## config.mk

```make
export PLATFORM = sky130hd
export DESIGN_NAME = load_store_unit
export DESIGN_NICKNAME = d
export VERILOG_FILES = /design/src/rtl/load_store_unit.sv
export SDC_FILE = /design/constraint.sdc
export NUM_CORES = 1
export LEC_CHECK = 0
export CORE_UTILIZATION = 49
export CTS_CLUSTER_DIAMETER = 80
export DETAILED_ROUTE_END_ITERATION = 8
export PLACE_DENSITY = 0.82
export SYNTH_ARGS = -nofsm -noshare
export SYNTH_HDL_FRONTEND = slang
export SYNTH_SLANG_ARGS = --single-unit
```

## constraint.sdc

```tcl
create_clock -name clk -period 12.4 [get_ports clk]
set_clock_uncertainty 0.1 [all_clocks]
set_input_delay 3.72 -clock clk [delete_from_list [all_inputs] [get_ports clk]]
set_output_delay 3.72 -clock clk [all_outputs]
set_load 0.02 [all_outputs]
```

## src/rtl/load_store_unit.sv

```systemverilog
// Memory stage: single-outstanding data-memory access with byte enables, load extension,
// pass-through of non-memory results, and misaligned/timeout exception reporting.
module load_store_unit #(
    parameter int TIMEOUT_CYCLES = 255
) (
    input  logic        clk,
    input  logic        reset,
    input  logic        in_valid,
    output logic        in_ready,
    input  logic        in_mem_read,
    input  logic        in_mem_write,
    input  logic [1:0]  in_mem_size,
    input  logic        in_mem_sign,
    input  logic [31:0] in_address,
    input  logic [31:0] in_store_data,
    input  logic [4:0]  in_rd_id,
    output logic        out_valid,
    input  logic        out_ready,
    output logic [31:0] out_data,
    output logic [4:0]  out_rd_id,
    output logic        out_exception,
    output logic [1:0]  out_exc_cause,
    output logic        dmem_req,
    output logic        dmem_we,
    output logic [31:0] dmem_addr,
    output logic [3:0]  dmem_be,
    output logic [31:0] dmem_wdata,
    input  logic        dmem_gnt,
    input  logic        dmem_rvalid,
    input  logic [31:0] dmem_rdata
);
    localparam int CW = $clog2(TIMEOUT_CYCLES + 1);

    typedef enum logic [1:0] {IDLE, REQ, WAIT} state_t;

    state_t        state, state_nx;
    logic [CW-1:0] tmo_cnt;
    logic          ld_sign;
    logic [1:0]    ld_size, ld_off;
    logic [4:0]    rd_q;
    logic          accept, is_mem, misaligned, done, timeout;
    logic [3:0]    be_nx;
    logic [31:0]   wdata_nx, shifted, load_data;

    assign in_ready = !reset && (state == IDLE) && (!out_valid || out_ready);
    assign accept   = in_valid && in_ready;
    assign is_mem   = in_mem_read || in_mem_write;
    assign dmem_req = (state == REQ);
    assign done     = (state == WAIT) && dmem_rvalid;
    // A response landing on the final counted cycle still completes the access.
    assign timeout  = (state != IDLE) && (tmo_cnt == CW'(TIMEOUT_CYCLES)) && !done;

    always_comb begin
        misaligned = 1'b0;
        be_nx      = 4'b1111;
        wdata_nx   = in_store_data;
        case (in_mem_size)
            2'b00: begin
                be_nx    = 4'b0001 << in_address[1:0];
                wdata_nx = {4{in_store_data[7:0]}};
            end
            2'b01: begin
                misaligned = in_address[0];
                be_nx      = 4'b0011 << in_address[1:0];
                wdata_nx   = {2{in_store_data[15:0]}};
            end
            2'b10:   misaligned = (in_address[1:0] != 2'b00);
            default: misaligned = 1'b1;
        endcase
    end

    always_comb begin
        shifted   = dmem_rdata >> {ld_off, 3'b000};
        load_data = shifted;
        case (ld_size)
            2'b00:   load_data = {{24{ld_sign & shifted[7]}}, shifted[7:0]};
            2'b01:   load_data = {{16{ld_sign & shifted[15]}}, shifted[15:0]};
            default: load_data = shifted;
        endcase
    end

    always_ff @(posedge clk or posedge reset) begin
        if (reset) state <= IDLE;
        else       state <= state_nx;
    end

    always_comb begin
        state_nx = state;
        case (state)
            IDLE: if (accept && is_mem && !misaligned) state_nx = REQ;
            REQ:  if (timeout) state_nx = IDLE;
                  else if (dmem_gnt) state_nx = WAIT;
            WAIT: if (done || timeout) state_nx = IDLE;
            default: state_nx = IDLE;
        endcase
    end

    always_ff @(posedge clk or posedge reset) begin
        if (reset) begin
            tmo_cnt       <= '0;
            dmem_we       <= 1'b0;
            dmem_addr     <= '0;
            dmem_be       <= '0;
            dmem_wdata    <= '0;
            ld_sign       <= 1'b0;
            ld_size       <= '0;
            ld_off        <= '0;
            rd_q          <= '0;
            out_valid     <= 1'b0;
            out_data      <= '0;
            out_rd_id     <= '0;
            out_exception <= 1'b0;
            out_exc_cause <= '0;
        end else begin
            if (accept && is_mem && !misaligned) begin
                tmo_cnt    <= CW'(1);
                dmem_we    <= in_mem_write;
                dmem_addr  <= {in_address[31:2], 2'b00};
                dmem_be    <= be_nx;
                dmem_wdata <= wdata_nx;
                ld_sign    <= in_mem_sign;
                ld_size    <= in_mem_size;
                ld_off     <= in_address[1:0];
                rd_q       <= in_rd_id;
            end else if (state != IDLE && !done && !timeout) begin
                tmo_cnt <= tmo_cnt + CW'(1);
            end else if (state != IDLE) begin
                tmo_cnt <= '0;
            end

            if (accept && (!is_mem || misaligned)) begin
                out_valid     <= 1'b1;
                out_data      <= is_mem ? 32'h0 : in_address;
                out_rd_id     <= in_rd_id;
                out_exception <= is_mem;
                out_exc_cause <= !is_mem ? 2'b00 : (in_mem_write ? 2'b10 : 2'b01);
            end else if (done) begin
                out_valid     <= 1'b1;
                out_data      <= dmem_we ? 32'h0 : load_data;
                out_rd_id     <= rd_q;
                out_exception <= 1'b0;
                out_exc_cause <= 2'b00;
            end else if (timeout) begin
                out_valid     <= 1'b1;
                out_data      <= 32'h0;
                out_rd_id     <= rd_q;
                out_exception <= 1'b1;
                out_exc_cause <= 2'b11;
            end else if (out_ready) begin
                out_valid <= 1'b0;
            end
        end
    end
endmodule

```

==> run metrics, run 1 <==
status complete, no violations; Multi-input gate area 0.002968 mm2; Via-to-Cell Ratio between 6 and 7; post-synthesis cell type count 58; Syn Inst Count roughly 570; fmax between 0.1 and 0.15 GHz; die area 0.01362 mm2; HP Start dmem_addr[23]; Routability Congestion 0.8514; CTS H-Tree Depth 4; synthesis-to-finish area growth 43.36%; Post-synth EDFFs 0; hold depth 1; initial antenna violation count 0; DRC viols 0; CTS root buffer clkbuf_16; Cells after DPL roughly 920; Slew headroom between 10% and 20%; vias in the first global route ~5700; worst vdd ir ~0.11 mV; reg-to-reg setup timing slack around 9300 ps; top cell type by total area after synthesis dfrtp_1; Worst Hold Class flip-flop to flip-flop; Max clock buf depth 2; largest net degree at the start of global routing 78; post-cts resize count 0; Boundary Pins 224; Post-CTS Setup Bufs 0; Worst-Skew Late Latency around 420 ps; clock tree from TritonCTS yes; cell area after synthesis 0.006446 mm2; fraction of registers with async set/reset 100.0%; dominant cells by area after synthesis dfrtp_1, mux2i_1, o21ai_0; count leader, synth dfrtp_1; Worst Hold Path EP dmem_addr[23]; post-synth top area share 49.69%; first-pass GRT wire length about 31000 um; mean post-synth cell area 11.27 um2; RSZ-0062 raised after global routing false; number of hold buffers added after CTS 0; FILL cells roughly 900; Ys Warns 0; max-cap check violation count 0; Die W between 100 and 150 um; register area share after synthesis between 40% and 50%; flops & latches, synth about 130; Total GRT Usage between 30% and 40%; endpoint class of the critical path output pin; row count 41; CTS buffer count 17; kind of critical path primary input to output pin; crit share post-route ~76%; share of layout cells above drive strength 1 12.82%; Crit Reg-Reg Startpoint tmo_cnt[0]; worst endpoint data arrival time about 5600 ps; Die Y-Extent around 120 um; drt wl/cell ~22 um; WL final slightly above 20000 um; Slew @ Worst Pin approximately 1300 ps; Antenna Cells 0; startpoint types primary input; Clock Pin Slew Worst Setup and Hold Paths roughly 50 ps; Initial DRC Count 563; CP max FO 65; Starting Density 50.67%; input/output buffers approximately 220; Leakage about 3.8 nW; R2R cell count 5; DP HPWL approximately 14000 um; Final #Nets around 880; power density over cell area 215.2 mW/mm2; Final Hold Fails 0; reg-to-reg endpoint out_data[15]; Synth Flop Type dfrtp_1; # setup viols final 0; TNS Setup 0 ps; Final Max Slew Viols 0; FF/Latch Area around 0.0032 mm2; CTS Sinks 128; non-filler instance count after layout about 950; commonest cells in the netlist dfrtp_1, o21ai_0, mux2i_1, a211oi_1, mux2_2; Detailed Routing Iterations Pass 1 5; Vias around 5700; Routed Antenna Nets 0; Core Area approximately 0.013 mm2; Critical Path RT between 8000 and 9000 ps; Placed Area just under 0.009 mm2; fin area between 0.009 and 0.01 mm2; post-route minimum period approximately 9500 ps; gr ovfl total 0
-- placed cells by master (no fill, tap or decap), types with 8 or more instances in the layout --
cell             Yosys  layout
clkdlybuf4s50_1      0     221
dfrtp_1            128     128
o21ai_0             67      67
mux2i_1             41      41
a211oi_1            35      35
mux2_2              29      29
a31oi_1             28      28
a21oi_1             18      18
nor2_1              18      18
mux2_4              18      18
clkbuf_16            0      17
a221o_1             15      15
nand2_1             13      13
or2_2                9       9
nor2b_1              9       9
a22oi_1              9       9
nand3_1              9       9
a2bb2oi_1            8       8
-- flip-flops by register name, indices dropped and copies added (netlist names) --
register       cells
dmem_be            4
state              2
out_valid          1
out_rd_id          5
dmem_wdata        32
ld_sign            1
out_data          32
out_exc_cause      2
out_exception      1
rd_q               5
tmo_cnt            8
ld_size            2
ld_off             2
dmem_addr         30
dmem_we            1
-- worst max path at each step --
stage	from	endpoint	slack [ps]
final	reset	in_ready	2940
after global placement	reset	in_ready	2920
after floorplan	reset	in_ready	1560
after detailed placement	reset	in_ready	2890
after CTS	reset	in_ready	2890
after global routing	reset	in_ready	2780
-- layer usage --
| metal | global-route usage, % | up-vias | wire length [um] | share of wire, % |
|---|---|---|---|---|
| li1 | - | 2562 | - | - |
| met1 | 35.96 | 2812 | 7956 | 38 |
| met2 | 52.35 | 323 | 10030 | 49 |
| met3 | 10.74 | 50 | 2126 | 10 |
| met4 | 13.50 | 0 | 563 | 2.7 |
| met5 | 0 | - | 0 | 0 |
-- report_power, final --
| group | leakage (nW) | total, mW | internal (mW) | switching (mW) |
|---|---|---|---|---|
| clock | 0.276 | 0.476 | 0.300 | 0.176 |
| sequential | 1.58 | 0.679 | 0.571 | 0.108 |
| combinational | 1.95 | 0.834 | 0.419 | 0.414 |
| total | 3.81 | 1.99 | 1.29 | 0.699 |
-- metrics by stage --
step	hold WS (ps)	utilization [%]	power (mW)	setup slack (ps)
after floorplan	371.8	-	1.107	1564
after global placement	380.2	68.22	1.480	2918
after detailed placement	388.8	68.22	1.508	2891
after CTS	402.8	72.64	1.992	2889
after global routing	418.2	72.64	2.083	2775
final	402.9	72.64	1.989	2940
-- logic make-up after synthesis --
family          synth area share, %
mux                           15.97
flops                         49.69
compound gates                21.76
other cells                 0.05817
buf+inv                       4.445
xor+xnor                     0.4077
fa+ha+maj                    0.1941
simple gates                  7.473
-- layout make-up --
| class | instances | area share (%) |
|---|---|---|
| clock buffer | 26 | 5.510 |
| clock inverter | 5 | 0.5686 |
| inverter | 7 | 0.3114 |
| multi-input combinational | 386 | 32.11 |
| sequential | 128 | 34.66 |
| tap | 172 | 2.329 |
| timing repair buffer | 228 | 24.51 |
-- critical path: stages --
cell,delay [ps]
clkdlybuf4s50_1,440
inv_4,600
and3_1,270
clkdlybuf4s50_1,600
Power figures use the tool's default switching activity.
==> run 2: changes to the inputs <==
- CORE_UTILIZATION: 49 -> 46
- PLACE_DENSITY: 0.82 -> 0.77
- clock period: 12.4 -> 9.7 ns (I/O delays scaled with it)
==> run 2 against run 1 <==
Net effect: first-iteration DRC count is 29% lower; critical path depth stayed put; die area is 6.4% higher; sequential power is 27% higher; non-clock buffer count is 1 higher; utilization is 3.8 points lower; sequential share of layout area is 0.066 points lower; sequential cell count stayed put; via count is 0.50% higher; wire length is 2.2% lower; critical endpoint unchanged.
==> run metrics, run 2 (synthesis gave the netlist of run 1 again) <==
CTS H-Tree Depth 4; endpoint class of the critical path output pin; RSZ-0062 raised after global routing false; CP dominant cell by count clkdlybuf4s50_1; first-pass GRT wire length 31260 um; Final Max Slew Viols 0; input/output buffers between 200 and 250; TNS Setup 0 ps; Critical Path RT approximately 6700 ps; gr ovfl total 0; WL final 20210 um; Final #Nets roughly 900; Worst-Skew Late Latency approximately 400 ps; Die Y-Extent between 100 and 150 um; Die W 120.4 um; worst-path cell chain clkdlybuf4s50_1 -> inv_6 -> and3_1 -> clkdlybuf4s50_1; Buf/Inv on CP 3; Starting Density 47.92%; commonest non-fill, non-tap cells in the layout clkdlybuf4s50_1, dfrtp_1, o21ai_0; DRC viols 0; Detailed Routing Iterations Pass 1 5; Clock Pin Slew Worst Setup and Hold Paths around 50 ps; vias in the first global route 5730; Final Total Pwr 2.541 mW; worst endpoint data arrival time 4730 ps; CTS root buffer clkbuf_16; synthesis-to-finish area growth 43.63%; Slew @ Worst Pin ~1200 ps; Final Util between 60% and 70%; initial antenna violation count 0; DP HPWL about 14000 um; drt wl/cell 21.14 um; Final Hold Fails 0; kind of critical path primary input to output pin; clock tree from TritonCTS yes; Leakage approximately 3.8 nW; crit share post-route around 80%; dpl ws between 1500 and 2000 ps; max-cap check violation count 0; startpoint types primary input; Antenna Cells 0; largest net degree at the start of global routing around 80; Max clock buf depth 2; Multi-input gate area roughly 0.0030 mm2; post-route minimum period between 7000 and 8000 ps; Via-to-Cell Ratio about 6.0; Total GRT Usage between 20 and 30%; CP delay by family, top buffers and inverters; CP max-delay cell clkdlybuf4s50_1; Cells after DPL around 900; Core Area ~0.013 mm2; slowest stage delay, CP 600 ps; # setup viols final 0; power density over cell area between 200 and 300 mW/mm2; Boundary Pins about 220; Worst Hold Class flip-flop to flip-flop; FILL cells 1019; non-filler instance count after layout around 960; Routability Congestion 0.8479; number of hold buffers added after CTS 0; share of layout cells above drive strength 1 roughly 13%; fmax roughly 0.13 GHz; leading cell type in the layout, fill and taps excluded clkdlybuf4s50_1; Slew headroom 20.82%; die area 0.01449 mm2; Post-CTS Setup Bufs 0; Routed Antenna Nets 0; CP max FO 70; Initial DRC Count approximately 400; Largest regs dmem_wdata (32), out_data (32), dmem_addr (30); row count 42; Vias just under 6000; CTS Sinks between 100 and 150; status complete, no violations; CTS buffer count 17; worst vdd ir 0.1355 mV; post-cts resize count 0; FF/Latch Area between 0.003 and 0.004 mm2; setup ws final around 2000 ps
[run 2: final cells by class]
class                      count  share of cell area (%)
inverter                       7                  0.3378
multi-input combinational    386                   32.05
tap                          176                   2.378
timing repair buffer         229                   24.54
clock inverter                 6                  0.8919
sequential                   128                   34.59
clock buffer                  24                   5.203
[run 2: where the power goes]
group          switching [mW]  internal (mW)
Sequential              0.131          0.730
Clock                   0.221          0.394
Combinational           0.529          0.536
[run 2: metrics by stage]
stage	hold WS, ps	instance area (um2)
floorplan	371.8	6450
detailed placement	391.0	8695
global placement	380.4	8695
global route	423.8	9259
finish	402.3	9259
CTS	403.4	9259
[run 2: path summary, 6_finish.rpt]
check                         startpoint             to  slack [ps]  cells past startpoint
max in group asynchronous          reset  dmem_addr[30]        5340                      3
max reg2reg                   tmo_cnt[0]   out_data[15]        6620                      5
min                        dmem_addr[27]  dmem_addr[27]         400                      1
min in group asynchronous          reset   dmem_addr[5]        2880                      2
max                                reset       in_ready        1960                      4
min reg2reg                dmem_addr[27]  dmem_addr[27]         400                      1
[run 2: per-layer routing]
layer | vias to the layer above | routed length (um) | GRT usage [%]
li1 | 2566 | - | -
met1 | 2891 | 8092 | 34.48
met2 | 295 | 9879 | 47.27
met3 | 24 | 1919 | 9.387
met4 | 0 | 322 | 8.951
met5 | - | 0 | 0
[run 2: worst reg2reg max path, cell delays in order, from the launching register on]
cell and delay (ps):
dfrtp_1 400, ha_1 230, nand2_1 170, o31ai_4 980, a21o_1 670, mux2_2 410
==> run 3: changes to the inputs <==
- clock period: 9.7 -> 8.03 ns (I/O delays scaled with it)
==> run 3 against run 2 <==
Net effect: global-route usage is 0.14 points lower; sequential share of layout area barely moved; hold slack about the same; final cell count up 0.31%; largest cell class unchanged; via count down 1.0%; largest power group unchanged; sequential cell count stayed put; first-iteration DRC count is 25% higher; combinational power grew 21%; critical path depth did not move; final area barely moved; clock power increased by 15%; die area is the same.
==> run metrics, run 3 (synthesis gave the netlist of run 1 again) <==
row count between 40 and 50; worst endpoint data arrival time around 3800 ps; Critical Path RT approximately 5500 ps; number of hold buffers added after CTS 0; Post-CTS Setup Bufs 0; status complete, no violations; Final Hold Fails 0; max-cap check violation count 0; Largest regs dmem_wdata (32), out_data (32), dmem_addr (30); Vias between 5000 and 6000; clock tree from TritonCTS yes; Die Y-Extent between 100 and 150 um; switching portion of total power between 30% and 40%; drt wl/cell 20.72 um; setup ws final approximately 1700 ps; sequential power share about 34%; CTS root buffer clkbuf_16; Placed Area ~0.0087 mm2; Clock Pin Slew Worst Setup and Hold Paths roughly 50 ps; crit share post-route 78.98%; Detailed Routing Iterations Pass 1 5; Comb power frac 42.4%; Crit Reg-Reg Startpoint tmo_cnt[0]; Die W about 120 um; Antenna Cells 0; die area 0.01449 mm2; Slew @ Worst Pin about 1200 ps; Boundary Pins roughly 220; CP max FO 6; GR Util met2 a little under half; vias in the first global route between 5000 and 6000; hold depth 1; HP Start dmem_wdata[5]; DRC viols 0; R2R cell count 5; kind of critical path primary input to output pin; Psw ~1.1 mW; commonest non-fill, non-tap cells in the layout clkdlybuf4s50_1, dfrtp_1, o21ai_0; Final #Nets ~900; Routability Congestion roughly 0.89; CTS Sinks ~130; Cell Int Power roughly 2.0 mW; synthesis-to-finish area growth 43.56%; Worst Hold Class flip-flop to flip-flop; CP dominant cell by count clkdlybuf4s50_1; post-cts resize count 0; gr busiest metal met2; endpoint class of the critical path output pin; met3 Usage GRT a little over 8%; Total GRT Usage 28.14%; largest net degree at the start of global routing 78; CP delay by family, top buffers and inverters; met1 Usage GRT between 30% and 40%; leading cell type in the layout, fill and taps excluded clkdlybuf4s50_1; DP HPWL about 14000 um; TNS Setup 0 ps; Via-to-Cell Ratio 5.961; dpl ws 1691 ps; Starting Density a little under half; reg-to-reg setup timing slack 4970 ps; RSZ-0062 raised after global routing false; Worst Hold Path EP dmem_wdata[5]; Routed Antenna Nets 0; Slew headroom between 10% and 20%; CTS H-Tree Depth 4; Core Area between 0.01 and 0.015 mm2; input/output buffers 221; share of layout cells above drive strength 1 between 10 and 15%; Buf/Inv on CP 2; initial antenna violation count 0; CP max-delay cell clkdlybuf4s50_1; gr ovfl total 0; WL final between 15000 and 20000 um; worst vdd ir approximately 0.16 mV; clock power share about a quarter; Max clock buf depth 2; slowest stage delay, CP just over 600 ps; worst-path cell chain clkdlybuf4s50_1 -> nand2b_1 -> and3_1 -> clkdlybuf4s50_1; fin area a little over 0.009 mm2; # setup viols final 0; startpoint types primary input; fmax 0.1577 GHz; CTS buffer count 17; reg-to-reg endpoint out_data[15]; post-route minimum period about 6300 ps; Worst-Skew Late Latency 420 ps; Initial DRC Count 496; Final Total Pwr approximately 3 mW; Final Max Slew Viols 0; power density over cell area about 330 mW/mm2; Leakage ~3.8 nW; first-pass GRT wire length 31160 um
-- run 3: cell count changes in the layout (fill, tap and decap cells not counted), sizes merged --
cell	previous run	this run
clkinv	3	6
buf	8	10
bufinv	2	0
clkbuf	24	25
inv	7	6
-- run 3: how the worst max path moves through the flow --
stage	slack, ps	endpoint	cells past startpoint	start
4_1_cts	1690	in_ready	4	out_ready
5_1_grt	1660	in_ready	4	out_ready
3_3_place_gp	1700	in_ready	4	out_ready
3_5_place_dp	1690	in_ready	4	out_ready
6_report	1690	in_ready	4	out_ready
2_1_floorplan	710	in_ready	2	reset
-- run 3: per-layer routing --
metal | vias up | share of wire, %
met2 | 295 | 48
met1 | 2816 | 41
met5 | - | 0
li1 | 2578 | -
met3 | 28 | 9.2
met4 | 0 | 1.9
-- run 3: area by class of cell --
| type | count | area [um2] |
|---|---|---|
| timing repair buffer | 231 | 2287 |
| fill | 1025 | 4199 |
| multi-input combinational | 386 | 2968 |
| tap | 176 | 220.2 |
| clock buffer | 25 | 515.5 |
| sequential | 128 | 3203 |
| inverter | 7 | 30.03 |
| clock inverter | 6 | 30.03 |
-- run 3: stage by stage --
stage / cells / hold WS (ps) / utilization, %
2_1_floorplan: 573 / 371.8 / -
3_3_place_gp: 928 / 381.1 / 64.73
3_5_place_dp: 928 / 392.8 / 64.73
4_1_cts: 959 / 404.6 / 68.79
5_1_grt: 959 / 417.6 / 68.79
6_report: 959 / 402.4 / 68.79
-- run 3: power groups by stage --
stage               logic, mW  clock network, mW  registers [mW]
floorplan               0.441                  0            1.27
global placement         1.26                  0            1.03
detailed placement       1.28                  0            1.04
CTS                      1.29              0.718            1.03
global route             1.37              0.743            1.06
finish                   1.28              0.708            1.03
